**src/rtl/data_mem_arbiter.sv**
```systemverilog
// data_mem_arbiter: shares the single-port data memory between the pipeline MEM stage and the debug unit
module data_mem_arbiter #(
  parameter int ADDR_W   = 10,
  parameter int MAX_WAIT = 8
) (
  input  logic              clock,
  input  logic              reset,
  input  logic [1:0]        pipe_M_control,
  input  logic [31:0]       pipe_address,
  input  logic [31:0]       pipe_data_write,
  output logic [31:0]       pipe_data_read,
  output logic              pipe_stall,
  output logic              pipe_addr_fault,
  input  logic              dbg_req,
  input  logic              dbg_we,
  input  logic [ADDR_W-1:0] dbg_address,
  input  logic [31:0]       dbg_data_write,
  output logic [31:0]       dbg_data_read,
  output logic              dbg_ack,
  output logic [ADDR_W-1:0] mem_address,
  output logic [31:0]       mem_data_write,
  output logic              mem_write,
  input  logic [31:0]       mem_data_read
);
  typedef enum logic [1:0] {IDLE, DBG, ACK} state_t;
  state_t      state_q, state_d;
  logic [7:0]  wait_cnt_q, wait_cnt_d;
  logic        dbg_ack_q, dbg_ack_d;
  logic [31:0] dbg_data_read_q, dbg_data_read_d;
  logic        own_dbg, pipe_acc, fault, go;

  // Ownership decision, starvation counting and the memory/pipeline mux; stall never looks at read data
  always_comb begin
    own_dbg         = state_q == DBG;
    pipe_acc        = |pipe_M_control;
    fault           = pipe_acc && (|pipe_address[31:ADDR_W]);
    go              = (state_q == IDLE) && dbg_req && (!pipe_acc || wait_cnt_q == 8'(MAX_WAIT - 1));
    state_d         = go ? DBG : own_dbg ? ACK : IDLE;
    wait_cnt_d      = go ? 8'd0 : ((state_q == IDLE) && dbg_req && pipe_acc) ? wait_cnt_q + 8'd1 : wait_cnt_q;
    dbg_ack_d       = state_d == ACK;
    dbg_data_read_d = own_dbg ? mem_data_read : dbg_data_read_q;
    mem_address     = own_dbg ? dbg_address : pipe_address[ADDR_W-1:0];
    mem_data_write  = own_dbg ? dbg_data_write : pipe_data_write;
    mem_write       = !reset && (own_dbg ? dbg_we : (pipe_M_control[0] && !fault));
    pipe_stall      = own_dbg && pipe_acc;
    pipe_addr_fault = !reset && !own_dbg && fault;
    pipe_data_read  = mem_data_read;
    dbg_ack         = dbg_ack_q;
    dbg_data_read   = dbg_data_read_q;
  end

  // Arbiter state with registered debug handshake outputs; reset abandons any pending debug access
  always_ff @(posedge clock or posedge reset) begin
    if (reset) begin
      state_q         <= IDLE;
      wait_cnt_q      <= '0;
      dbg_ack_q       <= 1'b0;
      dbg_data_read_q <= '0;
    end else begin
      state_q         <= state_d;
      wait_cnt_q      <= wait_cnt_d;
      dbg_ack_q       <= dbg_ack_d;
      dbg_data_read_q <= dbg_data_read_d;
    end
  end
endmodule

```
**config.mk**
```make
export PLATFORM = sky130hd
export DESIGN_NAME = data_mem_arbiter
export DESIGN_NICKNAME = d
export VERILOG_FILES = /design/src/rtl/data_mem_arbiter.sv
export SDC_FILE = /design/constraint.sdc
export NUM_CORES = 1
export LEC_CHECK = 0
export CAP_MARGIN = 20
export CORE_AREA = 2 2 98 100
export DETAILED_ROUTE_END_ITERATION = 8
export DIE_AREA = 0 0 100 102
export PLACE_DENSITY = 0.78
export SETUP_SLACK_MARGIN = 0.4
export SLEW_MARGIN = 20
export SYNTH_ARGS = -nofsm -noshare
export SYNTH_HDL_FRONTEND = slang
export SYNTH_SLANG_ARGS = --single-unit
```
**constraint.sdc**
```tcl
create_clock -name clock -period 3.5 [get_ports clock]
set_input_delay 0.7 -clock clock [delete_from_list [all_inputs] [get_ports clock]]
set_output_delay 0.7 -clock clock [all_outputs]
set_load 0.01 [all_outputs]
```
After elaboration in Yosys (flattened, before gate mapping)
Index checks and enable logic that the tools add are counted.
- logic and storage cells: 33
- input port bits: 144
- flip-flop bits (word level): 43
- output and inout bits: 110
- reduce and logical (&&, ||, !) cells: 18
- $add $sub $neg: 1
- multiplexer cells: 7
- equality and inequality tests: 3
- operators by type and width (cell ; number):
    $mux 32 ; 1
    $reduce_or 22->1 ; 1
    $mux 8 ; 2
    $mux 10 ; 1
    $logic_and 1x1->1 ; 9
    $add 8x1->8 const B ; 1
    $eq 8x3->1 const B ; 1
    $logic_not 1->1 ; 4
    $mux 2 ; 2
    $eq 2x1->1 const B ; 1
    $eq 2x2->1 const B ; 1
    $logic_not 2->1 ; 1
    $reduce_bool 2->1 ; 1
    $reduce_or 2->1 ; 1
    $logic_or 1x1->1 ; 1
    $mux 1 ; 1

Longest topological paths before layout
- depth in word-level cells: 6
- mapped depth: 6

Worst setup path after synthesis
OpenSTA, ideal clock, no wires.
- kind: input -> output
- from: input reset
- to: output mem_write
- cell stages on the path: 3
- setup slack: 615 ps
- path buffers: 0
- arrival time: 2185 ps
- cell sequence: inv_1 nand2_1 o41ai_1
- longest elaborated chain between the ends: 2
- RTL lines (what ; line ; RTL):
    start, declared ; 7 ; input logic reset,
    $logic_not 1->1 (no source line) ; - ;
    $logic_and 1x1->1 ; 44 ; mem_write = !reset && (own_dbg ? dbg_we : (pipe_M_control[0] && !fault));
    end, declared ; 22 ; output logic mem_write,
Every way passes these cells.

Worst setup path after layout
- from: input pipe_address[26]
- to: output pipe_addr_fault
- longest elaborated chain between the ends: 3
- RTL lines (what ; line ; RTL):
    start, declared ; 9 ; input logic [31:0] pipe_address,
    $reduce_or 22->1 ; 36 ; fault = pipe_acc && (|pipe_address[31:ADDR_W]);
    $logic_and 1x1->1 ; 36 ;
    $logic_and 1x1->1 ; 46 ; pipe_addr_fault = !reset && !own_dbg && fault;
    end, declared ; 13 ; output logic pipe_addr_fault,
Every way passes these cells.

==> results.py <==
metrics = {
    "die": {
        "chipHeight_microns": 102,
        "die_area_sq_um": 10200,
        "start_util_pct": 27.6,
        "ios": 254,
        "die_x_microns": 100,
        "coreArea_sq_um": 9110,
        "num_rows": 35,
    },
    "worst_setup_path": {
        "worstSetupEndpointType": "output port",
        "regToRegSetupSlack_ns": 1.72,
        "worstReg2RegEnd": "wait_cnt_q[6]$_DFFE_PP0P_",
        "r2r_start": "dbg_ack$_DFF_PP0_",
        "critical_path_peak_fanout": 2,
        "arrival_ns": 2.28,
        "ff2ff_path_depth": 3,
        "critPathRequiredTime_ns": 2.80,
        "worst_setup_path_start_kind": "primary input",
        "path_class": "primary input to output port",
    },
    "clock_tree": {
        "clockRootBuffer": "clkbuf_8",
        "clock_latency_ns": 0.29,
        "cts_buffers": 5,
        "cts.sinks": 42,
        "clkTransAtPathRegs_ns": 0.08,
        "htreeDepth": 2,
        "cts_tree": "yes",
        "cts.path.max_buffers": 2,
    },
    "sta": {
        "worst_slack_ns": 0.520,
        "tns_ns": 0,
        "hold_ws_ns": 0.492,
        "rsz0062_at_grt": "false",
        "tightest_slew_ns": 0.540,
        "fmax_mhz": 336,
        "setup_viol": 0,
        "relSlewSlack_pct": 63.8,
        "timing.final.crit_period_ns": 2.98,
        "min_period_over_period_pct": 85.1,
        "hold_viol": 0,
        "finClkSkew_ns": 0.00422,
        "slew_viol_final": 0,
    },
    "global_route": {
        "antenna_found_initial": 0,
        "grt_use_total_pct": 16.8,
        "grt_max_degree": 40,
        "grt_pass1_wl_microns": 13300,
        "grt_pass1_vias": 2629,
        "overflow": 0,
    },
    "placed_design": {
        "place.gp.congestion": 0.831,
        "portBuffers": 253,
        "dp.cells": 539,
        "pre_cts_slack_ns": 0.221,
        "place_hpwl_microns": 7700,
    },
    "synthesis": {
        "ys.flop_type": "dfrtp_1",
        "yosysMostFrequentCell": "mux2_2",
        "ys_top_cells_by_count": "69 x mux2_2, 42 x dfrtp_1, 32 x buf_4",
        "synthArstFlopShare_pct": 100,
        "ys_ff_latch": 42,
        "syn_nets": 357,
        "synth_cell_types": 30,
        "yosys_warnings": 0,
        "syn_avg_cell_area_sq_um": 11.9,
        "yosysSeqAreaShare_pct": 41.8,
        "synth-edff-count": 0,
        "netlist_top_cells_area": "dfrtp_1 42%, mux2_2 31%, buf_4 9.6%, mux2_1 2.2%, buf_2 1.8%",
        "synth_top_area_cell": "dfrtp_1",
        "yosysTopAreaCellShare_pct": 41.8,
        "synthCells": 212,
        "synth_area_sq_um": 2510,
    },
    "min_path": {
        "worstHoldPathType": "flip-flop to flip-flop",
        "whs_endpoint": "dbg_data_read[26]$_DFFE_PP0P_",
        "hold_depth": 1,
        "worstHoldStart": "dbg_data_read[26]$_DFFE_PP0P_",
    },
    "drt": {
        "wl_microns": 9160,
        "postRouteAntennaNets": 0,
        "post-route-drc-count": 0,
        "drtPass1Iterations": 4,
        "drt_iter0_drc": 32,
        "viasPerCell": 4.56,
        "wl_per_cell_microns": 16.7,
        "num_vias": 2497,
    },
    "power_and_ir_drop": {
        "power_leakage_nw": 1.97,
        "power_density_nw_per_um2": 409,
        "irDropWorstVdd_v": 0.000273,
    },
    "layout": {
        "syn2layout_area_growth_pct": 100,
        "diodes": 0,
        "layout-drive-gt1-share_pct": 19.5,
        "final_nets": 580,
        "nFillCells": 800,
        "finalNonFillerCells": 547,
    },
    "run_status": {
        "outcome": "finished, final reports clean",
    },
    "job": {
        "drv_cap": 0,
    },
}
==> critical path, stage by stage <==
cell and delay (ns):
clkdlybuf4s50_1 0.40, nor4_1 0.32, nand4_1 0.18, o21a_1 0.21, clkdlybuf4s50_1 0.47
==> cell families (layout without fill, tap and decap cells) <==
group / after synthesis / after routing / share of synthesized area [%]
DFF: 42 / 42 / 41.8
and+or+nand+nor: 34 / 34 / 8.07
adders and majority gates: 1 / 1 / 0.498
muxes: 74 / 74 / 33.2
buffers and inverters: 44 / 268 / 11.8
AOI/OAI and AO/OA: 17 / 17 / 4.63
==> routing by layer <==
layer	GRT usage (%)	vias to the layer above	wire length, microns
met1	17.1	1172	3250
li1	-	1186	-
met2	33.2	129	4970
met4	4.64	0	136
met5	0	-	0
met3	4.99	10	807
==> cell type report <==
class                      instances  area, sq um  share of cell area (%)
clock buffer                       6         82.6                    1.64
clock inverter                     2         12.5                   0.249
inverter                           2         7.51                   0.149
multi-input combinational        126         1170                    23.3
sequential                        42         1050                    20.9
tap                              111          139                    2.76
timing repair buffer             258         2570                    51.0
==> metrics by stage <==
stage | power, mW | cell area [sq um] | utilization [%]
after global placement | 1.73 | 4940 | 54.2
after floorplan | 1.12 | 2510 | -
after detailed placement | 1.75 | 4940 | 54.2
final | 2.06 | 5030 | 55.3
after CTS | 2.09 | 5030 | 55.3
after global routing | 2.18 | 5030 | 55.3
==> repair_timing <==
item                                    in CTS  in global routing
hold buffers                                 0                  0
endpoints found under the setup margin       1                  0
hold endpoints to repair                     0                  0
buffers inserted                             0                  0
resized for setup                            1                  0
==> sequential cells by signal, summed over array words and instances (netlist names) <==
| signal | cells |
|---|---|
| wait_cnt_q | 8 |
| state_q | 1 |
| dbg_ack | 1 |
| dbg_data_read | 32 |
==> power breakdown <==
group,total (mW),switching (mW),internal [mW]
clock,0.328,0.169,0.159
combinational,0.993,0.342,0.651
sequential,0.735,0.0909,0.645
total,2.06,0.602,1.45
==> worst max-delay path by stage <==
stage	end	depth (start not counted)	slack, ns	from
floorplan	mem_write	3	0.62	reset
global placement	mem_write	5	0.23	pipe_address[26]
detailed placement	mem_write	5	0.22	pipe_address[26]
CTS	pipe_addr_fault	5	0.51	pipe_address[26]
global route	pipe_addr_fault	5	0.42	pipe_address[11]
finish	pipe_addr_fault	5	0.52	pipe_address[26]
==> placed cells by master (no fill, tap or decap), drive strengths merged <==
| master | instances |
|---|---|
| ha | 1 |
| o21a | 1 |
| nand2b | 1 |
| buf | 5 |
| clkbuf | 6 |
| nor2b | 2 |
| a21o | 1 |
| nand3 | 2 |
| a41o | 1 |
| dlygate4sd2 | 1 |
| o41ai | 1 |
| inv | 2 |
| or3 | 3 |
| nor3b | 1 |
| nand4 | 2 |
| nand2 | 8 |
| nand4bb | 1 |
| nor4 | 6 |
| a22oi | 5 |
| o21ai | 6 |
| mux2 | 74 |
| clkinv | 1 |
| o31ai | 2 |
| nor4b | 1 |
| nor2 | 2 |
| or4 | 2 |
| and2 | 1 |
| clkdlybuf4s50 | 252 |
| clkinvlp | 1 |
| or3b | 1 |
| dfrtp | 42 |
| nor3 | 1 |
No activity file was read; power rests on OpenSTA's default activity.
==> patch, RTL diff (config.mk and constraints unchanged) <==
The parameter `ADDR_W` goes from 10 to 9.
--- a/src/rtl/data_mem_arbiter.sv
+++ b/src/rtl/data_mem_arbiter.sv
@@ -1,5 +1,5 @@
 // data_mem_arbiter: shares the single-port data memory between the pipeline MEM stage and the debug unit
 module data_mem_arbiter #(
-  parameter int ADDR_W   = 10,
+  parameter int ADDR_W   = 9,
   parameter int MAX_WAIT = 8
 ) (
Ports: changed (resized dbg_address and mem_address); port bits go from 254 to 252. No check against the original RTL was run, so the function may have changed too.
==> patch against the unedited design <==
  * Critical endpoint unchanged
  * Fmax hardly changed
  * Global-route usage decreased by 0.30 points
  * Count of clock-buffer cells in the layout unchanged
  * Power increased by 2.2%
  * Cell area did not move
  * Synthesized area is 0.40% lower
  * Sequential cell count is the same
  * Wire length shrank 0.71%
  * Critical path depth unchanged
  * Highest routed layer unchanged
  * Via count up 1.7%
  * Setup slack got worse by 0.0019 ns
==> patch: results (changes against the unedited design) <==
[pwr]
power.switching_mw=0.5917  ; -1.7%
leakagePower_nw=1.963  ; -0.47%
vdd.ir_drop.worst_mv=0.2394  ; -12%

[grt]
grt_pass1_wl_um=13220  ; -0.77%
globalRouteTotalUtil=0.1649  ; -0.002975
met2_usage=0.3207  ; -0.01091
antenna_found_initial=0  ; unchanged
first_global_vias=2657  ; +1.1%
grt_start_max_net_pins=43  ; +7.5%
gr-usage-met1=0.1717  ; +0.0006447
globalRouteMet3Util=0.04583  ; -0.004104

[setup_path]
maximum_fanout_along_the_worst_path=2  ; unchanged
timing.reg2reg.worst_path_depth=4  ; +1

[logic_synthesis]
syn_nets=355  ; -0.56%
post_synth_main_area_contributors=sky130_fd_sc_hd__dfrtp_1 (42%), sky130_fd_sc_hd__mux2_2 (31%), sky130_fd_sc_hd__buf_4 (9.6%)
netlist_top_cells_count=sky130_fd_sc_hd__mux2_2 (69), sky130_fd_sc_hd__dfrtp_1 (42), sky130_fd_sc_hd__buf_4 (32), sky130_fd_sc_hd__buf_2 (9), sky130_fd_sc_hd__nand2_1 (8)
synth_async_sr_flop_share=1.000  ; unchanged
post_synth_num_cell_types=30  ; unchanged
post_synthesis_sequential_area_ratio=0.4200  ; +0.001673
synthFlopType=sky130_fd_sc_hd__dfrtp_1
ys_warn_count=0  ; unchanged

[final_layout]
share_of_final_layout_standard_cells_stronger_than_drive_strength_1=0.1944  ; -0.0005097
antenna_cells_inserted=0  ; unchanged
nets=575  ; -0.86%
flip_flop_count_of_the_largest_register_all_copies_and_words_added=32  ; unchanged

[clock_tree]
worst_skew_pair.late_latency_ns=0.29  ; about the same
clockBufferDepth=2  ; unchanged
htreeDepth=2  ; unchanged
clock-root-buffer=sky130_fd_sc_hd__clkbuf_8
cts.clk_slew.worst_paths_ns=0.08  ; about the same
cts_post_setup_buffers_inserted=0  ; unchanged
cts_made_buffers=5  ; unchanged

[placed_design]
detailedPlacementHpwl_um=7554  ; -1.9%
pre_cts_ws_ns=0.2546  ; +0.03407 ns
gp_congestion=0.8141  ; -2.0%
port-buffer-count=251  ; -0.79%

[detailed_routing]
drt_drc_violations_left=0  ; unchanged
vias_per_cell=4.676  ; +2.4%
drtIter0Drc=43  ; +34%
drt_wl_total_um=9094  ; -0.71%
drt_first_pass_iters=4  ; unchanged

[hold_path]
min_delay_path_depth=1  ; unchanged
hold_path.class=reg -> reg

[timing]
skew_final_ns=0.008722  ; +0.004503 ns
slew_headroom=0.6255  ; -0.01277

[outcome]
result_of_the_run=completed

[patch: cell types whose count changed after synthesis, sizes merged]
cell | before | now
nor3 | 1 | 2
nor2 | 2 | 1
mux2 | 74 | 73
[patch: routing by layer]
| metal | vias up | part of all wire |
|---|---|---|
| li1 | 1185 | - |
| met1 | 1200 | 0.34 |
| met2 | 142 | 0.55 |
| met3 | 12 | 0.083 |
| met4 | 0 | 0.018 |
| met5 | - | 0 |
[patch: critical path, cell delays in order]
cell and delay [ns]:
sky130_fd_sc_hd__clkdlybuf4s50_1 0.43, sky130_fd_sc_hd__nor4_1 0.28, sky130_fd_sc_hd__nand4_1 0.16, sky130_fd_sc_hd__o21a_1 0.23, sky130_fd_sc_hd__clkdlybuf4s50_1 0.48
[patch: worst paths after layout]
kind                                     end               from  slack, ns
max                          pipe_addr_fault   pipe_address[19]       0.52
min                        dbg_data_read[27]  dbg_data_read[27]       0.50
max reg2reg                dbg_data_read[13]            dbg_ack       1.70
min reg2reg                dbg_data_read[27]  dbg_data_read[27]       0.50
max in group asynchronous   dbg_data_read[6]              reset       2.21
min in group asynchronous      wait_cnt_q[2]              reset       0.93
[patch: cell families (layout without fill, tap and decap cells)]
kind of cell	after synthesis	in the layout	synth area share
DFF	42	42	0.4200
and+or+nand+nor	34	34	0.08150
AOI/OAI and AO/OA	17	17	0.04650
adders and majority gates	1	1	0.004999
muxes	73	73	0.3285
buffers and inverters	44	265	0.1185
[patch: timing repair]
action,in CTS,in global routing
hold buffers,0,0
endpoints found under the hold margin,0,0
pin swaps,0,0
gates resized for setup,1,2
endpoints found under the setup margin,1,7
[patch: area by class of cell]
type	count	area, µm²
fill	806	4075
timing repair buffer	255	2557
multi-input combinational	125	1169
sequential	42	1051
tap	111	138.9
clock buffer	6	72.57
clock inverter	2	37.54
inverter	2	7.507
[patch: per-stage QoR]
step                        util  instances  cell area (µm²)
after floorplan                -        211             2502
after global placement    0.5396        535             4915
after detailed placement  0.5396        535             4915
after CTS                 0.5515        543             5024
after global routing      0.5526        543             5034
final                     0.5526        543             5034
[patch: power by group through the flow]
stage          Sequential [mW]  Combinational, mW  Clock, mW
5_1_grt                  0.757               1.05      0.415
3_5_place_dp             0.745              0.997          0
4_1_cts                  0.736               1.00      0.399
2_1_floorplan            0.806              0.318          0
3_3_place_gp             0.738              0.983          0
6_report                 0.735              0.986      0.380
